`src/rtl/vector_issue_pkg.sv`:
```
// Shared types for the vector issue stage: FSM state encoding and the remapped
// instruction word produced by the register-remapping stage.
package vector_issue_pkg;

  localparam int VREG_W   = 5;
  localparam int TICKET_W = 4;

  typedef enum logic [1:0] {
    RUN   = 2'd0,
    DRAIN = 2'd1,
    RCFG  = 2'd2
  } vissue_state_e;

  // lock: 01 = store (dst_iszero set upstream), 11 = load, others = arithmetic.
  typedef struct packed {
    logic [7:0]          opcode;
    logic [1:0]          lock;
    logic                reconfigure;
    logic                use_mask;
    logic [VREG_W-1:0]   mask_src;
    logic [VREG_W-1:0]   src1;
    logic                src1_iszero;
    logic [VREG_W-1:0]   src2;
    logic                src2_iszero;
    logic [VREG_W-1:0]   dst;
    logic                dst_iszero;
    logic [TICKET_W-1:0] ticket;
  } remapped_v_instr;

endpackage

```
`src/rtl/vector_issue_scoreboard.sv`:
```
// Ticket-tagged pending-write scoreboard for the vector register file. A
// writeback clears a register only if it carries the ticket of the newest writer.
module vis_scoreboard
  import vector_issue_pkg::*;
#(
  parameter int VECTOR_REGISTERS   = 32,
  parameter int VECTOR_TICKET_BITS = TICKET_W,
  localparam int AW = $clog2(VECTOR_REGISTERS)
) (
  input  logic                          clk_i,
  input  logic                          rstn_i,
  input  logic                          set_valid_i,
  input  logic [AW-1:0]                 set_dst_i,
  input  logic [VECTOR_TICKET_BITS-1:0] set_ticket_i,
  input  logic                          wb_valid_i,
  input  logic [AW-1:0]                 wb_dst_i,
  input  logic [VECTOR_TICKET_BITS-1:0] wb_ticket_i,
  input  logic                          clr_all_i,
  input  logic [AW-1:0]                 rd_src1_i,
  input  logic [AW-1:0]                 rd_src2_i,
  input  logic [AW-1:0]                 rd_dst_i,
  input  logic [AW-1:0]                 rd_mask_i,
  output logic                          pend_src1_o,
  output logic                          pend_src2_o,
  output logic                          pend_dst_o,
  output logic                          pend_mask_o,
  output logic                          all_clear_o
);

  logic [VECTOR_REGISTERS-1:0]   r_pending;
  logic [VECTOR_TICKET_BITS-1:0] r_ticket [VECTOR_REGISTERS];

  // NOTE: these are flop arrays holding control state, so they take the async
  // reset; a stale pending bit after reset would deadlock the issue stage.
  always_ff @(posedge clk_i or negedge rstn_i) begin
    if (!rstn_i) begin
      r_pending <= '0;
      for (int i = 0; i < VECTOR_REGISTERS; i++) r_ticket[i] <= '0;
    end else if (clr_all_i) begin
      r_pending <= '0;
      for (int i = 0; i < VECTOR_REGISTERS; i++) r_ticket[i] <= '0;
    end else begin
      if (wb_valid_i && (r_ticket[wb_dst_i] == wb_ticket_i)) begin
        r_pending[wb_dst_i] <= 1'b0;
      end
      // NOTE: the later non-blocking assignment wins, so a same-edge set on the
      // retiring register leaves it pending under the new ticket.
      if (set_valid_i) begin
        r_pending[set_dst_i] <= 1'b1;
        r_ticket[set_dst_i]  <= set_ticket_i;
      end
    end
  end

  assign pend_src1_o = r_pending[rd_src1_i];
  assign pend_src2_o = r_pending[rd_src2_i];
  assign pend_dst_o  = r_pending[rd_dst_i];
  assign pend_mask_o = r_pending[rd_mask_i];
  assign all_clear_o = ~|r_pending;

endmodule

```
`src/rtl/vector_issue.sv`:
```
// In-order vector issue stage: instruction FIFO, hazard check against the
// scoreboard, and a drain/reconfigure FSM that serialises reconfigure instructions.
module vector_issue
  import vector_issue_pkg::*;
#(
  parameter int DEPTH              = 4,
  parameter int VECTOR_REGISTERS   = 32,
  parameter int VECTOR_TICKET_BITS = TICKET_W,
  localparam int AW = $clog2(VECTOR_REGISTERS)
) (
  input  logic                          clk_i,
  input  logic                          rstn_i,
  input  logic                          valid_i,
  input  remapped_v_instr               instr_i,
  output logic                          ready_o,
  output logic                          issue_valid_o,
  output remapped_v_instr               issue_instr_o,
  input  logic                          issue_ready_i,
  input  logic                          wb_valid_i,
  input  logic [AW-1:0]                 wb_dst_i,
  input  logic [VECTOR_TICKET_BITS-1:0] wb_ticket_i,
  output logic                          is_idle_o
);

  localparam int PTR_W = $clog2(DEPTH);
  localparam int CNT_W = PTR_W + 1;

  remapped_v_instr r_mem [DEPTH];
  logic [PTR_W-1:0] r_wr_ptr;
  logic [PTR_W-1:0] r_rd_ptr;
  logic [CNT_W-1:0] r_count;
  vissue_state_e    r_state;
  vissue_state_e    w_state_nxt;

  logic            w_empty;
  logic            w_push;
  logic            w_pop;
  logic            w_hazard;
  logic            w_issue_valid;
  logic            w_clr_all;
  logic            w_set;
  logic            w_all_clear;
  logic            w_pend_src1;
  logic            w_pend_src2;
  logic            w_pend_dst;
  logic            w_pend_mask;
  remapped_v_instr w_head;

  assign w_empty = (r_count == '0);
  assign ready_o = (r_count != CNT_W'(DEPTH));
  assign w_push  = valid_i & ready_o;
  assign w_pop   = w_issue_valid & issue_ready_i;
  assign w_head  = r_mem[r_rd_ptr];

  // NOTE: the instruction storage is data only and is not reset; the head is
  // masked to zero while the FIFO is empty, so nothing stale reaches the lanes.
  always_ff @(posedge clk_i) begin
    if (w_push) r_mem[r_wr_ptr] <= instr_i;
  end

  always_ff @(posedge clk_i or negedge rstn_i) begin
    if (!rstn_i) begin
      r_wr_ptr <= '0;
      r_rd_ptr <= '0;
      r_count  <= '0;
    end else begin
      if (w_push) r_wr_ptr <= r_wr_ptr + 1'b1;
      if (w_pop)  r_rd_ptr <= r_rd_ptr + 1'b1;
      case ({w_push, w_pop})
        2'b10:   r_count <= r_count + 1'b1;
        2'b01:   r_count <= r_count - 1'b1;
        default: r_count <= r_count;
      endcase
    end
  end

  assign w_hazard = (w_pend_src1 & ~w_head.src1_iszero)
                  | (w_pend_src2 & ~w_head.src2_iszero)
                  | (w_pend_mask &  w_head.use_mask)
                  | (w_pend_dst  & ~w_head.dst_iszero);

  always_ff @(posedge clk_i or negedge rstn_i) begin
    if (!rstn_i) r_state <= RUN;
    else         r_state <= w_state_nxt;
  end

  // NOTE: every output of this block gets a default first so no latch is inferred.
  always_comb begin
    w_state_nxt   = r_state;
    w_issue_valid = 1'b0;
    w_clr_all     = 1'b0;
    case (r_state)
      RUN: begin
        if (!w_empty) begin
          if (w_head.reconfigure) w_state_nxt   = DRAIN;
          else                    w_issue_valid = ~w_hazard;
        end
      end
      DRAIN: begin
        if (w_all_clear) w_state_nxt = RCFG;
      end
      RCFG: begin
        w_issue_valid = ~w_empty;
        if (w_issue_valid && issue_ready_i) begin
          w_state_nxt = RUN;
          w_clr_all   = 1'b1;
        end
      end
      default: w_state_nxt = RUN;
    endcase
  end

  // Reconfigure and zero-destination instructions (stores) claim no register.
  assign w_set = w_pop & ~w_head.dst_iszero & ~w_head.reconfigure;

  vis_scoreboard #(
    .VECTOR_REGISTERS  (VECTOR_REGISTERS),
    .VECTOR_TICKET_BITS(VECTOR_TICKET_BITS)
  ) u_scoreboard (
    .clk_i       (clk_i),
    .rstn_i      (rstn_i),
    .set_valid_i (w_set),
    .set_dst_i   (w_head.dst),
    .set_ticket_i(w_head.ticket),
    .wb_valid_i  (wb_valid_i),
    .wb_dst_i    (wb_dst_i),
    .wb_ticket_i (wb_ticket_i),
    .clr_all_i   (w_clr_all),
    .rd_src1_i   (w_head.src1),
    .rd_src2_i   (w_head.src2),
    .rd_dst_i    (w_head.dst),
    .rd_mask_i   (w_head.mask_src),
    .pend_src1_o (w_pend_src1),
    .pend_src2_o (w_pend_src2),
    .pend_dst_o  (w_pend_dst),
    .pend_mask_o (w_pend_mask),
    .all_clear_o (w_all_clear)
  );

  assign issue_valid_o = w_issue_valid;
  assign issue_instr_o = w_empty ? '0 : w_head;
  assign is_idle_o     = w_empty & w_all_clear;

endmodule

```
`config.mk`:
```
export PLATFORM = sky130hd
export DESIGN_NAME = vector_issue
export DESIGN_NICKNAME = d
export VERILOG_FILES = /design/src/rtl/vector_issue_pkg.sv /design/src/rtl/vector_issue_scoreboard.sv /design/src/rtl/vector_issue.sv
export SDC_FILE = /design/constraint.sdc
export NUM_CORES = 1
export LEC_CHECK = 0
export ABC_AREA = 1
export ABC_CLOCK_PERIOD_IN_PS = 3790
export CAP_MARGIN = 25
export CORE_AREA = 3 3 220 222
export CTS_CLUSTER_DIAMETER = 120
export CTS_CLUSTER_SIZE = 8
export DETAILED_ROUTE_END_ITERATION = 16
export DIE_AREA = 0 0 223 225
export SYNTH_ARGS = -nofsm -noshare
export SYNTH_HDL_FRONTEND = slang
export SYNTH_SLANG_ARGS = --single-unit
```
`constraint.sdc`:
```
create_clock -name clk_i -period 3.79 [get_ports clk_i]
set_clock_uncertainty 0.05 [all_clocks]
set_input_delay 0.9475 -clock clk_i [delete_from_list [all_inputs] [get_ports clk_i]]
set_output_delay 0.9475 -clock clk_i [all_outputs]
set_load 0.02 [all_outputs]
```
== Word-level counts from Yosys, hierarchy flattened ==
Memory sizes are Yosys's and may differ from the RTL's.
Index checks and enable logic that the tools add are counted.
W data, S select, Z words.

* Flip-flop bits (word level): 169
* RAM bits: 156
* Bits of input ports: 53
* Output and inout port bits: 42
* Memories: 1

* Add/sub/neg operators: 4
* Magnitude comparators: 10
* Equal/unequal tests: 10
* Multiplexer cells: 38
* Bitwise operators: 23
* Reductions and logical operators: 12

{| class="wikitable"
|+ Memories
! memory !! depth !! width !! read ports !! clocked after Yosys merged registers in !! write ports !! RTL line !! RTL
|-
| r_mem || 4 || 39 || 1 || 0 || 1 || vector_issue.sv:28 || <nowiki>remapped_v_instr r_mem [DEPTH];</nowiki>
|}

{| class="wikitable"
|+ Operators with widths
! operator !! count
|-
| $mux W128 || 2
|-
| $bwmux W128 || 1
|-
| $mux W32 || 4
|-
| $mux W39 || 1
|-
| $and A32 B32 Y32 || 1
|-
| $not A32 Y32 || 1
|-
| $or A32 B32 Y32 || 1
|-
| $reduce_or A32 Y1 || 1
|-
| $lt A5 B6 Y1 const B || 5
|-
| $bmux W1 S5 || 4
|-
| $bmux W4 S5 || 1
|-
| $demux W4 S5 || 1
|-
| $ge A6 B6 Y1 const B || 2
|-
| $mux W1 || 12
|-
| $mux W4 || 3
|-
| $not A5 Y6 || 2
|-
| $demux W1 S5 || 2
|-
| $ge A5 B1 Y1 const B || 2
|-
| $and A1 B1 Y1 || 9
|-
| $mux W2 || 4
|-
| $ne A2 B2 Y1 const B || 4
|-
| $lt A6 B1 Y1 const B || 1
|-
| $not A1 Y1 || 6
|-
| $pmux W2 S3 || 1
|-
| 16 further kinds || 26
|}

== Depth between registers and ports, before layout ==
Gate-level depths: netlist of run 1.
An unclocked memory read counts as a cell.

* Word-level depth: 16
* Depth in mapped cells: 25
* Gate-level depth less buffers: 24

== By module ==
A second synthesis of run 1 with hierarchy kept.

* Cells, all modules: 1792
* Area, all modules: 15770.1 µm²

{| class="wikitable"
|+ By module, submodules not included
! module !! times used !! cells an instance !! area an instance (µm²)
|-
| vis_scoreboard || 1 || 1227 || 9052.4
|-
| vector_issue || 1 || 565 || 6717.7
|}

== Least setup slack after synthesis of run 1 ==
OpenSTA, ideal clock, no wires.

* Path type: input -> register
* Start point: in valid_i
* End point: mem r_mem[0][0] in the netlist's numbering, enable pin
* Arrival: 2.781 ns
* Data required time: 3.305 ns
* Slack: 0.524 ns
* Cell stages on the path: 2
* Path buffers: 0
* Path through: nand2_1 > nor2_1

* Cells in the longest elaborated chain, start to end: 3

{| class="wikitable"
|+ Ends and longest elaborated chain
! what !! RTL line !! RTL
|-
| from (decl) || vector_issue.sv:13 || <nowiki>input logic valid_i,</nowiki>
|-
| $and A1 B1 Y1 || vector_issue.sv:51 || <nowiki>assign w_push = valid_i & ready_o;</nowiki>
|-
| $mux W1 || vector_issue.sv:58 || <nowiki>if (w_push) r_mem[r_wr_ptr] <= instr_i;</nowiki>
|-
| $mux W1 (not written as such) || vector_issue.sv:58 ||
|-
| to (decl) || vector_issue.sv:28 ||
|}

Every way passes these cells.

== Worst setup path after layout of run 1 ==
* Start point: reg r_rd_ptr[0]
* End point: out issue_valid_o

* Cells in the longest elaborated chain, start to end: 11
* Elaborated cells on any way between the ends: 23
* Those cells by class: 11 x mux; 11 x bitwise; 1 x memory

{| class="wikitable"
|+ Ends and longest elaborated chain
! what !! RTL line !! RTL
|-
| from (decl) || vector_issue.sv:30 || <nowiki>logic [PTR_W-1:0] r_rd_ptr;</nowiki>
|-
| from (signal assigned) || vector_issue.sv:68 || <nowiki>if (w_pop) r_rd_ptr <= r_rd_ptr + 1'b1;</nowiki>
|-
| $mem_v2 Z4 W39 (*) || -- ||
|-
| $bmux W1 S5, on equally long branches || vector_issue_scoreboard.sv:55, vector_issue_scoreboard.sv:56 ||
|-
| $mux W1, on equally long branches || vector_issue_scoreboard.sv:55, vector_issue_scoreboard.sv:56 ||
|-
| $and A1 B1 Y1, on equally long branches || vector_issue.sv:77, vector_issue.sv:78 ||
|-
| $or A1 B1 Y1 || vector_issue.sv:78 || <nowiki>| (w_pend_src2 & ~w_head.src2_iszero)</nowiki>
|-
| $or A1 B1 Y1 || vector_issue.sv:79 || <nowiki>| (w_pend_mask & w_head.use_mask)</nowiki>
|-
| $or A1 B1 Y1 || vector_issue.sv:80 || <nowiki>| (w_pend_dst & ~w_head.dst_iszero);</nowiki>
|-
| $not A1 Y1 || vector_issue.sv:96 || <nowiki>else w_issue_valid = ~w_hazard;</nowiki>
|-
| $mux W1 (*) || vector_issue.sv:95 || <nowiki>if (w_head.reconfigure) w_state_nxt = DRAIN;</nowiki>
|-
| $mux W1 (*) || vector_issue.sv:94 || <nowiki>if (!w_empty) begin</nowiki>
|-
| $pmux W1 S2 (*) || vector_issue.sv:92 || <nowiki>case (r_state)</nowiki>
|-
| to (decl) || vector_issue.sv:16 || <nowiki>output logic issue_valid_o,</nowiki>
|}

Mark *: on every way between the ends. The rest lies on a longest branch, timed or not. The select of a mux whose other input is x is not followed.

==> results of run 1 <==
## through the flow
stage | cell area [sq um] | hold WS (ns) | utilization
6_report | 20500 | 0.355 | 0.440
5_1_grt | 20500 | 0.403 | 0.440
4_1_cts | 20000 | 0.363 | 0.429
3_5_place_dp | 18500 | 0.409 | 0.397
3_3_place_gp | 18500 | 0.404 | 0.397
2_1_floorplan | 16300 | 0.393 | -
## worst max path at each step
| stage | depth (start not counted) | end | from | slack, ns |
|---|---|---|---|---|
| finish | 16 | issue_valid_o | r_rd_ptr[0] | -0.03 |
| floorplan | 2 | r_mem[0][0] | valid_i | 0.52 |
| global route | 21 | issue_valid_o | r_rd_ptr[0] | -0.15 |
| global placement | 16 | issue_valid_o | r_rd_ptr[1] | 0.01 |
| CTS | 19 | issue_valid_o | r_rd_ptr[0] | -0.09 |
| detailed placement | 18 | issue_valid_o | r_rd_ptr[0] | 0.001 |
## registers in the layout, indices dropped and copies added, names as in the netlist
| signal | cells |
|---|---|
| r_count | 3 |
| r_state | 2 |
| r_rd_ptr | 2 |
| r_mem | 156 |
| u_scoreboard.r_pending | 32 |
| r_wr_ptr | 2 |
| u_scoreboard.r_ticket | 128 |
## cell usage after synthesis, types with 4 or more instances
master	count
nor2_2	21
nor3_1	10
nand3_1	151
o21ai_1	6
a22oi_1	64
or2_1	6
nor2_4	10
buf_6	5
dfrtp_1	169
nand2_1	803
ha_1	5
buf_2	23
or2_2	7
a32o_1	8
a32oi_1	4
nor4_1	9
buf_1	6
o21ai_0	70
edfxtp_1	156
a21boi_0	8
xor2_1	4
inv_1	117
a21oi_1	58
clkbuf_1	49
nand2_2	6
buf_4	9
nand4_1	5
nor2_1	152
## cells by family after synthesis
logic type	count (synthesis)
buffers and inverters	214
and+or+nand+nor	1189
AOI/OAI and AO/OA	224
adders and majority gates	6
DFF	325
xor gates and xnor gates	7
## metal layers
layer / up-vias / wire [um] / track usage / share of wire
li1: 6789 / - / - / -
met3: 111 / 3670 / 0.0307 / 0.074
met5: - / 0 / 0 / 0
met2: 608 / 22500 / 0.304 / 0.45
met4: 0 / 1290 / 0.0552 / 0.026
met1: 6873 / 22300 / 0.277 / 0.45
## cell type report
| cell class | count | area, sq um |
|---|---|---|
| repair buffers | 215 | 2220 |
| clock inverters | 4 | 61.3 |
| well taps | 607 | 759 |
| fillers | 4545 | 26100 |
| repair inverters | 1 | 5.00 |
| clock buffers | 65 | 1220 |
| flip-flops and latches | 325 | 8920 |
| inverters | 122 | 473 |
| multi-input cells | 1427 | 6810 |
## where the power goes
part	switching (uW)	internal [uW]
sequential	407	4530
combinational	5780	3490
clock	1530	2220
## what timing repair did
item,in CTS,in global routing
hold buffers,0,0
endpoints found under the setup margin,19,12
buffers inserted,5,13
resized for setup,41,84
gates cloned,4,6
pin swaps,3,24
==> impl_metrics.toml, run 1 <==
[route]
drtPass1Iterations = 6
vias = 14400
drc = 0
antenna_left = 0
wl_per_cell_um = 18.0
first_iter_violations = 1355
viasPerCell = 5.20
wl_mm = 49.8

[sta]
final.setup.worst_slack_ns = -0.0338
hold_viol = 0
final.setup.tns_ns = -0.0338
tightest_slew_ns = 0.698
fmax_mhz = 262
min_period_over_period = 1.01
drv_slew = 0
maxSlewHeadroom = 0.535
period_needed_ns = 3.82
finalSetupViolCount = 1
rsz0062_at_grt = "true"

[floorplanning]
dieHeight_um = 225
rows = 79
die_area_sq_um = 50200
core_region_area_sq_um = 46600
io_pins = 95
die_w_um = 223
initial_core_util = 0.350

[final_layout]
final_cell_count_no_fill = 2766
drive_gt1_frac = 0.135
syn_to_final_growth_pct = 25.7
finalNetCount = 2197
final_common_cell = "nand2_1"
diodes = 0
layout_common_cells = "787 x nand2_1, 167 x dfrtp_1, 156 x edfxtp_1, 137 x nand3_1, 137 x nor2_1"

[min_path]
hold_class = "in -> async"

[worst_setup_path]
cp.arrival_ns = 2.83
worstSetupPathType = "reg -> out"
crit_top_cell = "nand3_1"
cpPeakStageDelay_ns = 0.43
r2r_start = "r_rd_ptr[0]"
crit_chain = "clkinv_4 > buf_4 > clkbuf_16 > or2_2 > a32oi_4 > inv_2 > nand3_1 > nand3_1 > nand3_1 > nand2_1 > inv_1 > nand2_1 > nand2_2 > nand2_2 > inv_2 > buf_6"
cp_max_fo = 15
crit_family = "simple AND/OR/NAND/NOR gates"
critPathLaunchType = "flop"
r2r-end = "r_count[2]"
rrSetupSlack_ns = 0.36
r2r_cells = 22
worst_setup_path_end_kind = "primary output"
required_ns = 2.79
slowest_stage = "dfrtp_2"
cp.buffers_inverters = 7

[cts]
htreeDepth = 2
cts-root-buf = "clkbuf_16"
cts_sinks = 325
cts-buffers-inserted = 46
path_clk_slew_ns = 0.05
insertion_delay_ns = 0.58
cts_tree = "done"
clockBufferDepth = 3

[synth]
netlist_top_cells_area = "edfxtp_1 29%, dfrtp_1 26%, nand2_1 19%"
synth_fa_ha_area_frac = 0.00507
ys_seq_area_frac = 0.547
synth_cell_type_count = 43
netlist_instances = 1965
synth_top_area_share = 0.288
synth_simple_gate_area_frac = 0.303
synth_top_family_by_area = "simple AND/OR/NAND/NOR gates"
yosys_warnings = 0
syn_area_per_cell_sq_um = 8.29
synth_xor_area_frac = 0.00377
async_flop_share = 0.520
synth_area_sq_um = 16300
synth_fp_nets = 2024
synth_edf_count = 156
synth-main-ff-cell = "dfrtp_1"
synth_top_area_cell = "edfxtp_1"
synth_seq_cells = 325
synth_compound_area_frac = 0.0852
muxShareOfSynthArea = 0

[global_routing]
grt_pass1_vias = 13800
grt_pass1_wl_mm = 77.3
grt_use_total = 0.193
overflow = 0
antenna_found_initial = 0
grt_start_max_net_pins = 72

[status]
outcome = "finished with violations"
violations = "negative setup slack"

[power]
total_power_uw = 18000
cellLeakagePower_uw = 0.00923
p_per_area_nw_per_um2 = 878
irDropWorstVdd_mv = 0.592

[placed_design]
gp_congestion = 0.948
dp.cells = 2669
place_hpwl_mm = 32.3
io_buffers = 94
place_ws_ns = 0.00132

[job]
cap_violations = 0
Power figures use the tool's default switching activity.
==> run 2: changes to the inputs <==
--- a/config.mk
+++ b/config.mk
@@ -13,6 +13,8 @@
 export CTS_CLUSTER_SIZE = 8
 export DETAILED_ROUTE_END_ITERATION = 16
 export DIE_AREA = 0 0 223 225
+export RECOVER_POWER = 50
+export SKIP_LAST_GASP = 1
 export SYNTH_ARGS = -nofsm -noshare
 export SYNTH_HDL_FRONTEND = slang
 export SYNTH_SLANG_ARGS = --single-unit
==> run 2 against run 1 <==
Against the previous run:
- total power about the same
- the flow finishes with violations (max-capacitance violations, max-slew violations, negative setup slack)
- non-clock buffer count did not move
- sequential power hardly changed
- highest routed layer unchanged
- first-iteration DRC count rose by 0.22%
==> impl_metrics.toml, run 2 (synthesized netlist as in run 1, its figures left out) <==
[final_layout]
top_regs = "r_mem: 156 flops, u_scoreboard.r_ticket: 128 flops, u_scoreboard.r_pending: 32 flops"
layout_common_cells = "787 x nand2_1, 167 x dfrtp_1, 156 x edfxtp_1, 137 x nand3_1, 137 x nor2_1"
finalNetCount = 2197
largest_register_ffs = 156
final_common_cell = "nand2_1"
drive_gt1_frac = 0.135
diodes = 0
final_cell_area_sq_um = 20400
syn_to_final_growth_pct = 25.5
top_register = "r_mem"
final_cell_count_no_fill = 2766
utilization = 0.439
fillers = 4552

[route]
drc = 0
drtPass1Iterations = 6
vias = 14400
first_iter_violations = 1358
viasPerCell = 5.20
wl_per_cell_um = 18.0
wl_mm = 49.8
antenna_left = 0

[sta]
drv_slew = 72
rsz0062_at_grt = "true"
period_needed_ns = 3.83
maxSlewHeadroom = -0.223
tightest_slew_ns = 1.84
min_period_over_period = 1.01
fmax_mhz = 261
finalSetupViolCount = 2
whs_ns = 0.418
hold_viol = 0
final.setup.worst_slack_ns = -0.0420

[global_routing]
grt_pass1_vias = 13800
grt_use_total = 0.193
overflow = 0
antenna_found_initial = 0
grt_pass1_wl_mm = 77.3
grt_start_max_net_pins = 72

[placed_design]
place_hpwl_mm = 32.3
dp.cells = 2669
gp_congestion = 0.948
placed_area_sq_um = 18500
io_buffers = 94

[job]
cap_violations = 1

[worst_setup_path]
rrSetupSlack_ns = 0.36
r2r_cells = 27
worst_setup_path_end_kind = "primary output"
worstSetupPathType = "reg -> out"
cp_max_fo = 6
cp.arrival_ns = 2.83
r2r_start = "r_rd_ptr[0]"
required_ns = 2.79
r2r-end = "r_count[2]"
critPathLaunchType = "flop"

[power]
power_frac_seq = 0.276
clockPowerShare = 0.209
comb_power_share = 0.515
p_int_uw = 10200
p_per_area_nw_per_um2 = 879
cellLeakagePower_uw = 0.00921
total_power_uw = 18000
irDropWorstVdd_mv = 0.645
switching_share = 0.429
power_switching_uw = 7710

[floorplanning]
initial_core_util = 0.350
io_pins = 95
die_w_um = 223
die_area_sq_um = 50200
dieHeight_um = 225
core_region_area_sq_um = 46600
rows = 79

[cts]
path_clk_slew_ns = 0.05
cts-buffers-inserted = 46
clockBufferDepth = 3
cts-root-buf = "clkbuf_16"
htreeDepth = 2
insertion_delay_ns = 0.58
cts_tree = "done"
cts_sinks = 325

[min_path]
min_to = "u_scoreboard.r_ticket[126]"
min_path_cells = 2
min_from = "u_scoreboard.r_ticket[126]"
hold_class = "reg -> reg"

[status]
outcome = "finished with violations"
violations = "max-capacitance violations, max-slew violations, negative setup slack"
## run 2: changes by cell type in the layout (fill, tap and decap cells not counted), sizes merged
cell	delta
dlymetal6s2s	-2
clkdlybuf4s50	-38
buf	-6
dlygate4sd3	+40
clkbuf	+6
## run 2: cell type report
class | instances | area [sq um] | share of cell area
Tap cell | 607 | 759 | 0.0372
Inverter | 122 | 473 | 0.0231
Timing Repair Buffer | 215 | 2190 | 0.107
Clock buffer | 65 | 1220 | 0.0598
Timing Repair inverter | 1 | 5.00 | 0.000245
Clock inverter | 4 | 61.3 | 0.00300
Sequential cell | 325 | 8920 | 0.436
Multi-Input combinational cell | 1427 | 6810 | 0.333
## run 2: critical path, stage by stage (launching register included)
cell and delay (ns):
dfrtp_2 0.43, clkinv_4 0.09, buf_6 0.13, buf_6 0.13
nand2_4 0.06, nand3_4 0.15, buf_6 0.17, nand2_8 0.08
buf_6 0.12, nand2_2 0.04, nand3_1 0.07, nand3_1 0.06
nand3_1 0.08, nand3_1 0.07, nand3_1 0.07, nand2_1 0.06
inv_1 0.05, nand2_1 0.06, nand2_2 0.07, nand2_2 0.08
inv_2 0.09, buf_6 0.11
## run 2: per-stage QoR
step                      TNS [ns]  setup slack [ns]
after floorplan                  0             0.524
after global placement           0            0.0129
after detailed placement         0           0.00132
after CTS                  -0.0897           -0.0897
after global routing        -0.313            -0.154
final                      -0.0482           -0.0420
## run 2: repair_timing
action                                  CTS  global route
pin swaps                                 3            24
hold buffers                              0             0
setup buffers                             5            13
endpoints found under the setup margin   19            12
gates resized for setup                  41            82
gates cloned                              4             6
## run 2: per-layer routing
metal / track usage / wire, um / up-vias
met5: 0 / 0 / -
met3: 0.0307 / 3620 / 98
met2: 0.304 / 22600 / 588
li1: - / - / 6788
met1: 0.277 / 22400 / 6909
met4: 0.0552 / 1220 / 0
## run 2: worst max-delay path by stage
| stage | start | end | slack, ns |
|---|---|---|---|
| 4_1_cts | r_rd_ptr[0] | issue_valid_o | -0.09 |
| 2_1_floorplan | valid_i | r_mem[0][0] | 0.52 |
| 3_3_place_gp | r_rd_ptr[1] | issue_valid_o | 0.01 |
| 6_report | r_rd_ptr[0] | issue_valid_o | -0.04 |
| 3_5_place_dp | r_rd_ptr[0] | issue_valid_o | 0.001 |
| 5_1_grt | r_rd_ptr[0] | issue_valid_o | -0.15 |
## run 2: power groups by stage
stage	clock, uW	combinational [uW]	sequential, uW
after global routing	4010	10000	5020
after floorplan	0	4930	4840
final	3750	9260	4950
after detailed placement	0	8210	4980
after CTS	3850	8550	4930
after global placement	0	8180	4960
